--- config.mk ---
export PLATFORM = sky130hd
export DESIGN_NAME = adc_conversion_scheduler
export DESIGN_NICKNAME = d
export VERILOG_FILES = /design/src/rtl/adc_sched_pkg.sv /design/src/rtl/adc_sched_accumulator.sv /design/src/rtl/adc_conversion_scheduler.sv
export SDC_FILE = /design/constraint.sdc
export NUM_CORES = 1
export LEC_CHECK = 0
export CAP_MARGIN = 30
export CORE_MARGIN = 1.5
export CORE_UTILIZATION = 40
export DETAILED_ROUTE_END_ITERATION = 10
export PLACE_DENSITY = 0.72
export SYNTH_ARGS = -nofsm -noshare
export SYNTH_HDL_FRONTEND = slang
export SYNTH_SLANG_ARGS = --single-unit
--- constraint.sdc ---
create_clock -name clk -period 2.5 [get_ports clk]
set_input_delay 0.75 -clock clk [delete_from_list [all_inputs] [get_ports clk]]
set_output_delay 0.75 -clock clk [all_outputs]
set_load 0.02 [all_outputs]
--- src/rtl/adc_sched_pkg.sv ---
`default_nettype none
// ============================================================================
// Module      : adc_sched_pkg
// Description : Shared types and constants for the AD4008 conversion
//               scheduler: FSM state encoding, default conversion timeout,
//               accumulator width helper and timestamp width.
// Revision    : 1.0 - initial release
// ============================================================================
package adc_sched_pkg;

    typedef enum logic [1:0] {
        IDLE    = 2'd0,
        WAIT    = 2'd1,
        CONVERT = 2'd2,
        EMIT    = 2'd3
    } sched_state_t;

    localparam int c_DEFAULT_TIMEOUT_CYCLES = 256;
    localparam int c_TS_WIDTH               = 32;

    // Worst-case sum of 2^avg_log2_max full-scale samples needs this many bits.
    function automatic int acc_width(input int adc_width, input int avg_log2_max);
        return adc_width + avg_log2_max;
    endfunction

endpackage
`default_nettype wire

--- src/rtl/adc_sched_accumulator.sv ---
`default_nettype none
// ============================================================================
// Module      : adc_sched_accumulator
// Description : Sample accumulator for the conversion scheduler. Clears on
//               reset or clr, adds din when add_en is high, and presents the
//               sum right-shifted by shift (truncating, unsigned).
// Ports       : clk, reset (sync, active-high), clr, add_en,
//               din [ADC_WIDTH], shift [SHIFT_WIDTH], acc_out [ADC_WIDTH]
// Revision    : 1.0 - initial release
// ============================================================================
module adc_sched_accumulator
    import adc_sched_pkg::*;
#(
    parameter int ADC_WIDTH    = 16,
    parameter int AVG_LOG2_MAX = 4,
    parameter int SHIFT_WIDTH  = $clog2(AVG_LOG2_MAX + 1)
) (
    input  logic                   clk,
    input  logic                   reset,
    input  logic                   clr,
    input  logic                   add_en,
    input  logic [ADC_WIDTH-1:0]   din,
    input  logic [SHIFT_WIDTH-1:0] shift,
    output logic [ADC_WIDTH-1:0]   acc_out
);

    localparam int c_ACC_WIDTH = acc_width(ADC_WIDTH, AVG_LOG2_MAX);

    logic [c_ACC_WIDTH-1:0] r_acc;

    always_ff @(posedge clk) begin
        if (reset || clr) begin
            r_acc <= '0;
        end else if (add_en) begin
            r_acc <= r_acc + c_ACC_WIDTH'(din);
        end
    end

    // Once the window is full the shifted sum always fits in ADC_WIDTH bits.
    assign acc_out = ADC_WIDTH'(r_acc >> shift);

endmodule
`default_nettype wire

--- src/rtl/adc_conversion_scheduler.sv ---
`default_nettype none
// ============================================================================
// Module      : adc_conversion_scheduler
// Description : Drives the AD4008 serial reader. Issues one conv_start pulse
//               per programmable sample period, waits for sample_valid,
//               averages 2^avg_log2 samples and offers the result on a
//               valid/ready stream. Dropped period ticks and conversion
//               timeouts are reported through sticky flags.
// Ports       : clk, reset (sync, active-high), enable, period, avg_log2,
//               conv_start, conv_busy, sample_valid, sample_data,
//               out_valid, out_ready, out_data, overrun, timeout_err
//               [out_timestamp when ADC_SCHED_TIMESTAMP_EN is defined]
// Options     : ADC_SCHED_TIMESTAMP_EN - adds a 32-bit free-running cycle
//               counter captured at the first conv_start of each window.
// Revision    : 1.0 - initial release
// ============================================================================
module adc_conversion_scheduler
    import adc_sched_pkg::*;
#(
    parameter int ADC_WIDTH      = 16,
    parameter int PERIOD_WIDTH   = 16,
    parameter int AVG_LOG2_MAX   = 4,
    parameter int TIMEOUT_CYCLES = c_DEFAULT_TIMEOUT_CYCLES,
    parameter int AVG_WIDTH      = $clog2(AVG_LOG2_MAX + 1)
) (
    input  logic                    clk,
    input  logic                    reset,
    input  logic                    enable,
    input  logic [PERIOD_WIDTH-1:0] period,
    input  logic [AVG_WIDTH-1:0]    avg_log2,
    output logic                    conv_start,
    input  logic                    conv_busy,
    input  logic                    sample_valid,
    input  logic [ADC_WIDTH-1:0]    sample_data,
    output logic                    out_valid,
    input  logic                    out_ready,
    output logic [ADC_WIDTH-1:0]    out_data,
`ifdef ADC_SCHED_TIMESTAMP_EN
    output logic [c_TS_WIDTH-1:0]   out_timestamp,
`endif
    output logic                    overrun,
    output logic                    timeout_err
);

    localparam int c_CNT_WIDTH = AVG_LOG2_MAX + 1;
    localparam int c_TMO_WIDTH = $clog2(TIMEOUT_CYCLES + 1);

    sched_state_t            r_state;
    sched_state_t            w_next_state;
    logic [PERIOD_WIDTH-1:0] r_period_q;
    logic [PERIOD_WIDTH-1:0] r_pcnt;
    logic [AVG_WIDTH-1:0]    r_avg_q;
    logic [c_CNT_WIDTH-1:0]  r_count;
    logic [c_CNT_WIDTH-1:0]  w_target;
    logic [c_TMO_WIDTH-1:0]  r_tmo;
    logic                    r_overrun;
    logic                    r_timeout;

    logic                    w_tick;
    logic                    w_latch;
    logic                    w_conv_start;
    logic                    w_set_ovr;
    logic                    w_set_tmo;
    logic                    w_acc_clr;
    logic                    w_acc_add;
    logic [PERIOD_WIDTH-1:0] w_period_clamped;
    logic [AVG_WIDTH-1:0]    w_avg_clamped;
    logic [ADC_WIDTH-1:0]    w_acc_shifted;

    assign w_period_clamped = (period < PERIOD_WIDTH'(2)) ? PERIOD_WIDTH'(2) : period;
    assign w_avg_clamped    = (avg_log2 > AVG_WIDTH'(AVG_LOG2_MAX))
                            ? AVG_WIDTH'(AVG_LOG2_MAX) : avg_log2;

    // Counter is held at 0 in IDLE and then counts 1..period_q, so the first
    // tick lands period_q cycles after leaving IDLE and every period_q after.
    assign w_tick   = (r_state != IDLE) && (r_pcnt == r_period_q);
    assign w_target = c_CNT_WIDTH'(1) << r_avg_q;

    always_ff @(posedge clk) begin
        if (reset || (r_state == IDLE)) begin
            r_pcnt <= '0;
        end else if (w_tick) begin
            r_pcnt <= PERIOD_WIDTH'(1);
        end else begin
            r_pcnt <= r_pcnt + PERIOD_WIDTH'(1);
        end
    end

    // ------------------------------------------------------------------
    // FSM: state register
    // ------------------------------------------------------------------
    always_ff @(posedge clk) begin
        if (reset) begin
            r_state <= IDLE;
        end else begin
            r_state <= w_next_state;
        end
    end

    // ------------------------------------------------------------------
    // FSM: next state and control strobes
    // ------------------------------------------------------------------
    always_comb begin
        w_next_state = r_state;
        w_latch      = 1'b0;
        w_conv_start = 1'b0;
        w_set_ovr    = 1'b0;
        w_set_tmo    = 1'b0;
        w_acc_clr    = 1'b0;
        w_acc_add    = 1'b0;

        case (r_state)
            IDLE: begin
                if (enable) begin
                    w_next_state = WAIT;
                    w_latch      = 1'b1;
                    w_acc_clr    = 1'b1;
                end
            end
            WAIT: begin
                if (w_tick) begin
                    if (!conv_busy) begin
                        w_conv_start = 1'b1;
                        w_next_state = CONVERT;
                    end else begin
                        w_set_ovr = 1'b1;
                    end
                end
            end
            CONVERT: begin
                w_set_ovr = w_tick;
                if (sample_valid) begin
                    w_acc_add = 1'b1;
                    if ((r_count + c_CNT_WIDTH'(1)) == w_target) begin
                        w_next_state = EMIT;
                    end else begin
                        w_next_state = WAIT;
                    end
                end else if (r_tmo == c_TMO_WIDTH'(TIMEOUT_CYCLES - 1)) begin
                    // Partial window is kept; the next tick retries.
                    w_set_tmo    = 1'b1;
                    w_next_state = WAIT;
                end
            end
            EMIT: begin
                w_set_ovr = w_tick;
                if (out_ready) begin
                    w_acc_clr    = 1'b1;
                    w_next_state = WAIT;
                end
            end
            default: begin
                w_next_state = IDLE;
            end
        endcase

        // Dropping enable abandons whatever is in flight, including a
        // result waiting for its handshake.
        if (!enable) begin
            w_next_state = IDLE;
            w_latch      = 1'b0;
            w_conv_start = 1'b0;
            w_set_ovr    = 1'b0;
            w_set_tmo    = 1'b0;
            w_acc_add    = 1'b0;
        end
    end

    // ------------------------------------------------------------------
    // Config capture, sample count, timeout counter, sticky flags
    // ------------------------------------------------------------------
    always_ff @(posedge clk) begin
        if (reset) begin
            r_period_q <= '0;
            r_avg_q    <= '0;
            r_count    <= '0;
            r_overrun  <= 1'b0;
            r_timeout  <= 1'b0;
        end else begin
            if (w_latch) begin
                r_period_q <= w_period_clamped;
                r_avg_q    <= w_avg_clamped;
            end

            if (w_acc_clr) begin
                r_count <= '0;
            end else if (w_acc_add) begin
                r_count <= r_count + c_CNT_WIDTH'(1);
            end

            if (w_latch) begin
                r_overrun <= 1'b0;
                r_timeout <= 1'b0;
            end else begin
                if (w_set_ovr) begin
                    r_overrun <= 1'b1;
                end
                if (w_set_tmo) begin
                    r_timeout <= 1'b1;
                end
            end
        end
    end

    always_ff @(posedge clk) begin
        if (reset || (r_state != CONVERT)) begin
            r_tmo <= '0;
        end else begin
            r_tmo <= r_tmo + c_TMO_WIDTH'(1);
        end
    end

    adc_sched_accumulator #(
        .ADC_WIDTH    (ADC_WIDTH),
        .AVG_LOG2_MAX (AVG_LOG2_MAX),
        .SHIFT_WIDTH  (AVG_WIDTH)
    ) u_accumulator (
        .clk     (clk),
        .reset   (reset),
        .clr     (w_acc_clr),
        .add_en  (w_acc_add),
        .din     (sample_data),
        .shift   (r_avg_q),
        .acc_out (w_acc_shifted)
    );

`ifdef ADC_SCHED_TIMESTAMP_EN
    logic [c_TS_WIDTH-1:0] r_ts;
    logic [c_TS_WIDTH-1:0] r_ts_cap;

    // Only the first conversion of a window (count still 0) stamps it.
    always_ff @(posedge clk) begin
        if (reset) begin
            r_ts     <= '0;
            r_ts_cap <= '0;
        end else begin
            r_ts <= r_ts + c_TS_WIDTH'(1);
            if (w_conv_start && (r_count == '0)) begin
                r_ts_cap <= r_ts;
            end
        end
    end

    assign out_timestamp = r_ts_cap;
`endif

    // Accumulator and shift are both stable during EMIT, so out_data holds
    // until the handshake without an extra holding register.
    assign conv_start  = w_conv_start;
    assign out_valid   = (r_state == EMIT);
    assign out_data    = out_valid ? w_acc_shifted : '0;
    assign overrun     = r_overrun;
    assign timeout_err = r_timeout;

endmodule
`default_nettype wire
* After elaboration in Yosys (flattened, before gate mapping) *
Cells that the tools add are included.

word-level totals
  bits of input ports = 41
  word-level logic and storage cells = 73
  register bits = 73
  output and inout bits = 20

cells by class
  reduce and logical (&&, ||, !) cells = 12
  mux-type cells = 31
  bitwise operators = 1
  add/sub/neg operators = 4
  shift-type cells = 2
  $lt $le $gt $ge = 2
  eq/ne operators = 11

operators by type and width
  cell                                                                    count
  16-bit 2-to-1 mux                                                       2
  20-bit by 16-bit adder with 20-bit output                               1
  20-bit by 3-bit >> shifter with 16-bit output                           1
  1-bit 2-to-1 mux                                                        19
  16-bit by 1-bit adder with 16-bit output (second input constant)        1
  16-bit equality test                                                    1
  16-bit by 2-bit < comparator with 1-bit output (second input constant)  1
  2-bit 2-to-1 mux                                                        6
  2-bit OR reduction                                                      5
  9-bit by 1-bit adder with 9-bit output (second input constant)          1
  9-bit by 8-bit equality test with 1-bit output (second input constant)  1
  2-bit case mux with 4 select lines                                      1
  2-bit inequality test (second input constant)                           3
  5-bit by 1-bit adder with 5-bit output (second input constant)          1
  5-bit equality test                                                     1
  1-bit by 3-bit << shifter with 5-bit output (first input constant)      1
  2-bit equality test (second input constant)                             2
  1-bit case mux with 2 select lines                                      2
  4-bit AND reduction                                                     1
  3-bit greater-than comparator (second input constant)                   1
  1-bit logical OR                                                        3
  3-bit 2-to-1 mux                                                        1
  3-bit inequality test (second input constant)                           1
  2-bit by 1-bit equality test with 1-bit output (second input constant)  1
  5 further kinds                                                         5

* Depth between registers and ports, before layout *
  depth in word-level cells = 5
  mapped depth = 10

* Hierarchy *
From an unflattened synthesis, not the netlist that was laid out.

unflattened totals
  cell total of the unflattened synthesis = 567
  area total of the unflattened synthesis = 4,743.3 um^2

by module, submodules not included
  module                    times used  cells an instance  area an instance (um^2)
  adc_conversion_scheduler  1           288                2,558.7
  adc_sched_accumulator     1           279                2,184.6

* Worst setup path before layout *
OpenSTA, ideal clock, no wires.

  kind = input to register
  start = in sample_data[0]
  end = reg u_accumulator.r_acc[14]
  buffers on the path = 0
  path slack = -12 ps
  arrival = 2,433 ps
  cell stages on the path = 9
  path through = ha_1 > inv_1 > fa_1 > and2b_1 > o2111ai_1 > a21oi_1 > o31ai_1 > or4_1 > o211ai_1

between the ends
  word-level cells in the longest chain between the ends = 1

ends and longest elaborated chain
  item                                       line                            source
  start: declaration                         adc_conversion_scheduler.sv:34  input logic [ADC_WIDTH-1:0] sample_data,
  20-bit by 16-bit adder with 20-bit output  adc_sched_accumulator.sv:35     r_acc <= r_acc + c_ACC_WIDTH'(din);
  end signal: assignment                     adc_sched_accumulator.sv:35
  end: declaration                           adc_sched_accumulator.sv:29     logic [c_ACC_WIDTH-1:0] r_acc;

No other way between the ends.
A chain may end at the register's enable or synchronous reset.

* Worst setup path in the final report *
  start = reg r_avg_q[0]
  end = out out_data[1]

between the ends
  word-level cells in the longest chain between the ends = 2

ends and longest elaborated chain
  item                                           line                             source
  start: declaration                             adc_conversion_scheduler.sv:52   logic [AVG_WIDTH-1:0] r_avg_q;
  start signal: assignment                       adc_conversion_scheduler.sv:182  r_avg_q <= w_avg_clamped;
  20-bit by 3-bit >> shifter with 16-bit output  adc_sched_accumulator.sv:40      assign acc_out = ADC_WIDTH'(r_acc >> shift);
  16-bit 2-to-1 mux                              adc_conversion_scheduler.sv:251  assign out_data = out_valid ? w_acc_shifted : '0;
  end: declaration                               adc_conversion_scheduler.sv:37   output logic [ADC_WIDTH-1:0] out_data,

No other way between the ends.

==> impl.org <==
** Finish
- Relative to the synthesized area, the layout overhead comes to 41.35%.
- Share of post-route cells with drive strength above 1 :: 28.30%
- For this run, the number of standard cells in the final layout without fillers is 889.
- The repair_antennas step left the layout with diodes totalling 0.
- Net total in the final layout :: 804

** Route
- In the routed design, unresolved DRC markers number 0.
- In this run, the number of DRC markers left after iteration 0 of detailed routing was 279.
- After detailed routing, the average wire length per cell comes to 15.66 um.
- The count of nets left with antenna violations once routing finished came out at 0.
- Final wirelength :: 13920 um
- For this run, the detailed router's first-pass iteration total came to 5.
- The routed layout has 4915 vias.
- In the routed layout, each cell is associated on average with a via count of 5.529.

** Clock tree
- The number of hold buffers added after CTS was 0.
- Clock-pin slew was measured on the worst setup and hold paths at 0.06 ns.
- TritonCTS built the clock tree.
- Counting the buffers created by CTS gives 9.
- Buffer levels on the longest clock path :: 2
- Clock Root Buffer :: clkbuf_16
- Worst-skew pair later-pin latency :: 0.33 ns
- In this run the number of H-tree levels came out at 3.
- Clock tree synthesis found a total of 73 sinks.

** Critical path
- The slowest stage of the critical path is the mux4_2 cell.
- In this run the critical register-to-register path is launched from u_accumulator.r_acc[0]$_SDFFE_PP0P_.
- R2r setup slk :: 0.20 ns
- Worst Path Max Fanout :: 6
- Worst setup path startpoint :: r_avg_q[0]$_SDFFE_PP0P_
- Setup Crit Path Kind :: register to primary output
- STA classifies the critical path endpoint as a primary output.
- Cells traversed along the worst timing path :: buf_12 > mux4_2 > mux2i_1 > nor2b_1 > buf_2
- Largest stage delay on the critical path :: 0.52 ns
- Arr. time, crit path :: 1.88 ns
- Worst path required time :: 1.75 ns
- Crit path launch type :: register

** STA
- Final Hold Violating Endpoints :: 0
- Setup violations remaining at the end of the flow were counted as 14.
- Worst-margin pin slew :: 0.5793 ns
- Final max-slew violation count :: 0
- Post-route clock skew :: 0.003216 ns
- Minimum setup slack in the final design :: -0.1269 ns
- Accumulated negative setup slack :: -0.9992 ns
- RSZ-0062 raised after global routing :: true
- Achievable clock frequency :: 380.7 MHz
- Subtracting the final worst setup slack from the clock period gives 2.627 ns.
- Worst slew margin :: 61.38%
- Final Cycle Share :: 105.1%

** Floorplan
- Initial core utilization :: 40.80%
- Area of the placeable core :: 0.01191 mm2
- Row generation in the floorplan step produced 40 rows.
- 61 I/O pins were placed.
- Die W :: 113.2 um
- The die covers 0.01282 mm2.
- Measured along the y axis, the die boundary spans 113.2 um.

** Power
- For this design the ratio of total power to cell area is 419.6 mW/mm2.
- The worst-case IR drop observed on VDD is 0.3597 mV.
- For this design the static power due to leakage is 0.002712 uW.

** Logic synthesis
- In the post-synthesis netlist, the cell with the most instances is nand2_1.
- Sequential cell area fraction in the yosys report :: 30.07%
- Avg Cell Area, Syn :: 8.181 um2
- Ranked by instance count, the synthesized netlist is headed by nand2_1, dfxtp_1, nor2_1.
- dfxtp_1 takes more of the synthesized area than any other cell.
- Post-synthesis net count :: 661
- EDFF count, synth :: 0
- Async set or reset register ratio after synthesis :: 0%
- The synthesized design contains 73 register bits.
- Synth warn :: 0
- After synthesis the cells add up to 0.004860 mm2.
- For this run, the leading register cell type out of synthesis is dfxtp_1.
- In this run the biggest area consumer among cell types represents 30.07% of the synthesized area.
- Mapped Cells :: 594
- Sorting the synthesized cells by area gives the leading types as dfxtp_1, ha_1, nand2_1.
- Synth cell types :: 57

** Hold path
- The tightest min-delay check is of the register to register type.
- Beginning of the worst hold path :: r_tmo[0]$_SDFF_PP0_

** Placed design
- Detailed placement ended at an HPWL of 10100 um.
- In this run the tool buffered the top-level ports with 60 buffer cells.
- At the end of routability-driven placement, the weighted congestion stood at 0.8562.
- Total placed cells including tap cells :: 864
- Post-place setup slack :: -0.6937 ns

** Run status
- The final reports fail on setup timing.
- The run finished, with violations left.

** Global route
- The via count of the first global-routing pass came to 4880.
- Overflow left after global routing :: 0
- Overall routing resource usage :: 21.24%
- Global-route wire length before repair :: 22220 um
- Maximum number of pins on one net before global-route repair :: 28
- The number of antenna violations at the first check in global routing came to 0.

** Run
- Across the run, the number of max-cap violations was 0.
[cell usage in the layout, fill, tap and decap left out, drive strengths merged, types with 11 or more instances in the layout]
cell	count
buf	120
nand2	82
dfxtp	73
nor2	57
a21oi	49
clkdlybuf4s50	38
xor2	29
nand3	25
mux2i	25
ha	25
xnor2	20
nor2b	19
inv	16
o21ai	16
nor3	15
mux4	12
clkbuf	11
[layer usage]
layer	GRT usage [%]	up-vias	part of all wire, %
met2	35.72	141	49
met4	8.250	0	2.2
li1	-	2389	-
met3	4.178	30	4.9
met1	26.91	2355	44
met5	0	-	0
[critical path, delay by kind of cell (launching register included)]
kind | cells | cell delay (ns)
mux | 2 | 0.74
buf+inv | 2 | 0.30
flops | 1 | 0.42
simple gates | 1 | 0.08
[cells by family (layout without fill, tap and decap cells)]
group | count (synthesis) | after routing | share of synthesized area (%)
simple gates | 254 | 254 | 25.03
compound gates | 108 | 108 | 13.75
buf+inv | 46 | 194 | 4.531
xor+xnor | 49 | 49 | 8.831
fa+ha+maj | 26 | 26 | 6.849
mux | 38 | 38 | 10.94
flops | 73 | 73 | 30.07
[state kept, by name, indices dropped and copies added, names as in the netlist]
| register | cells |
|---|---|
| r_avg_q | 3 |
| r_period_q | 16 |
| r_pcnt | 16 |
| r_count | 5 |
| r_tmo | 9 |
| u_accumulator.r_acc | 20 |
| overrun | 1 |
| timeout_err | 1 |
| r_state | 2 |
[final cells by class]
type                    instances  area, um2
fillers                      1021       5042
multi-input cells             475       3486
flip-flops and latches         73       1469
repair buffers                163       1378
clock buffers                  10      229.0
well taps                     147      183.9
clock inverters                 6      67.56
inverters                      15      56.30
[worst paths after layout]
| check | end | cells past startpoint |
|---|---|---|
| max reg2reg | u_accumulator.r_acc[14]$_SDFFE_PP0P_ | 12 |
| min reg2reg | r_tmo[0]$_SDFF_PP0_ | 1 |
| max | out_data[1] | 5 |
| min | r_tmo[0]$_SDFF_PP0_ | 1 |
[power by group]
group | switching (uW) | internal (uW) | leakage [uW] | total (uW)
Clock | 506 | 776 | 0.000139 | 1280
Sequential | 17.9 | 1190 | 0.000593 | 1200
Combinational | 191 | 205 | 0.00198 | 397
Total | 716 | 2170 | 0.00271 | 2880
[stage by stage]
step           util (%)  instance area, um2  hold WS (ns)  total power [uW]
2_1_floorplan         -                4860        0.4175              1413
3_3_place_gp      52.25                6223        0.4297              1576
3_5_place_dp      52.25                6223        0.4538              1586
4_1_cts           54.96                6546        0.4656              2873
5_1_grt           57.67                6869        0.4796              2985
6_report          57.67                6869        0.4623              2882
[what timing repair did]
action                                  in CTS  in global routing
gates cloned                                 0                  1
gates resized for setup                     98                 55
endpoints found under the setup margin      24                 22
pin swaps                                   12                 20
setup buffers                                5                  3
Power figures use the tool's default switching activity.
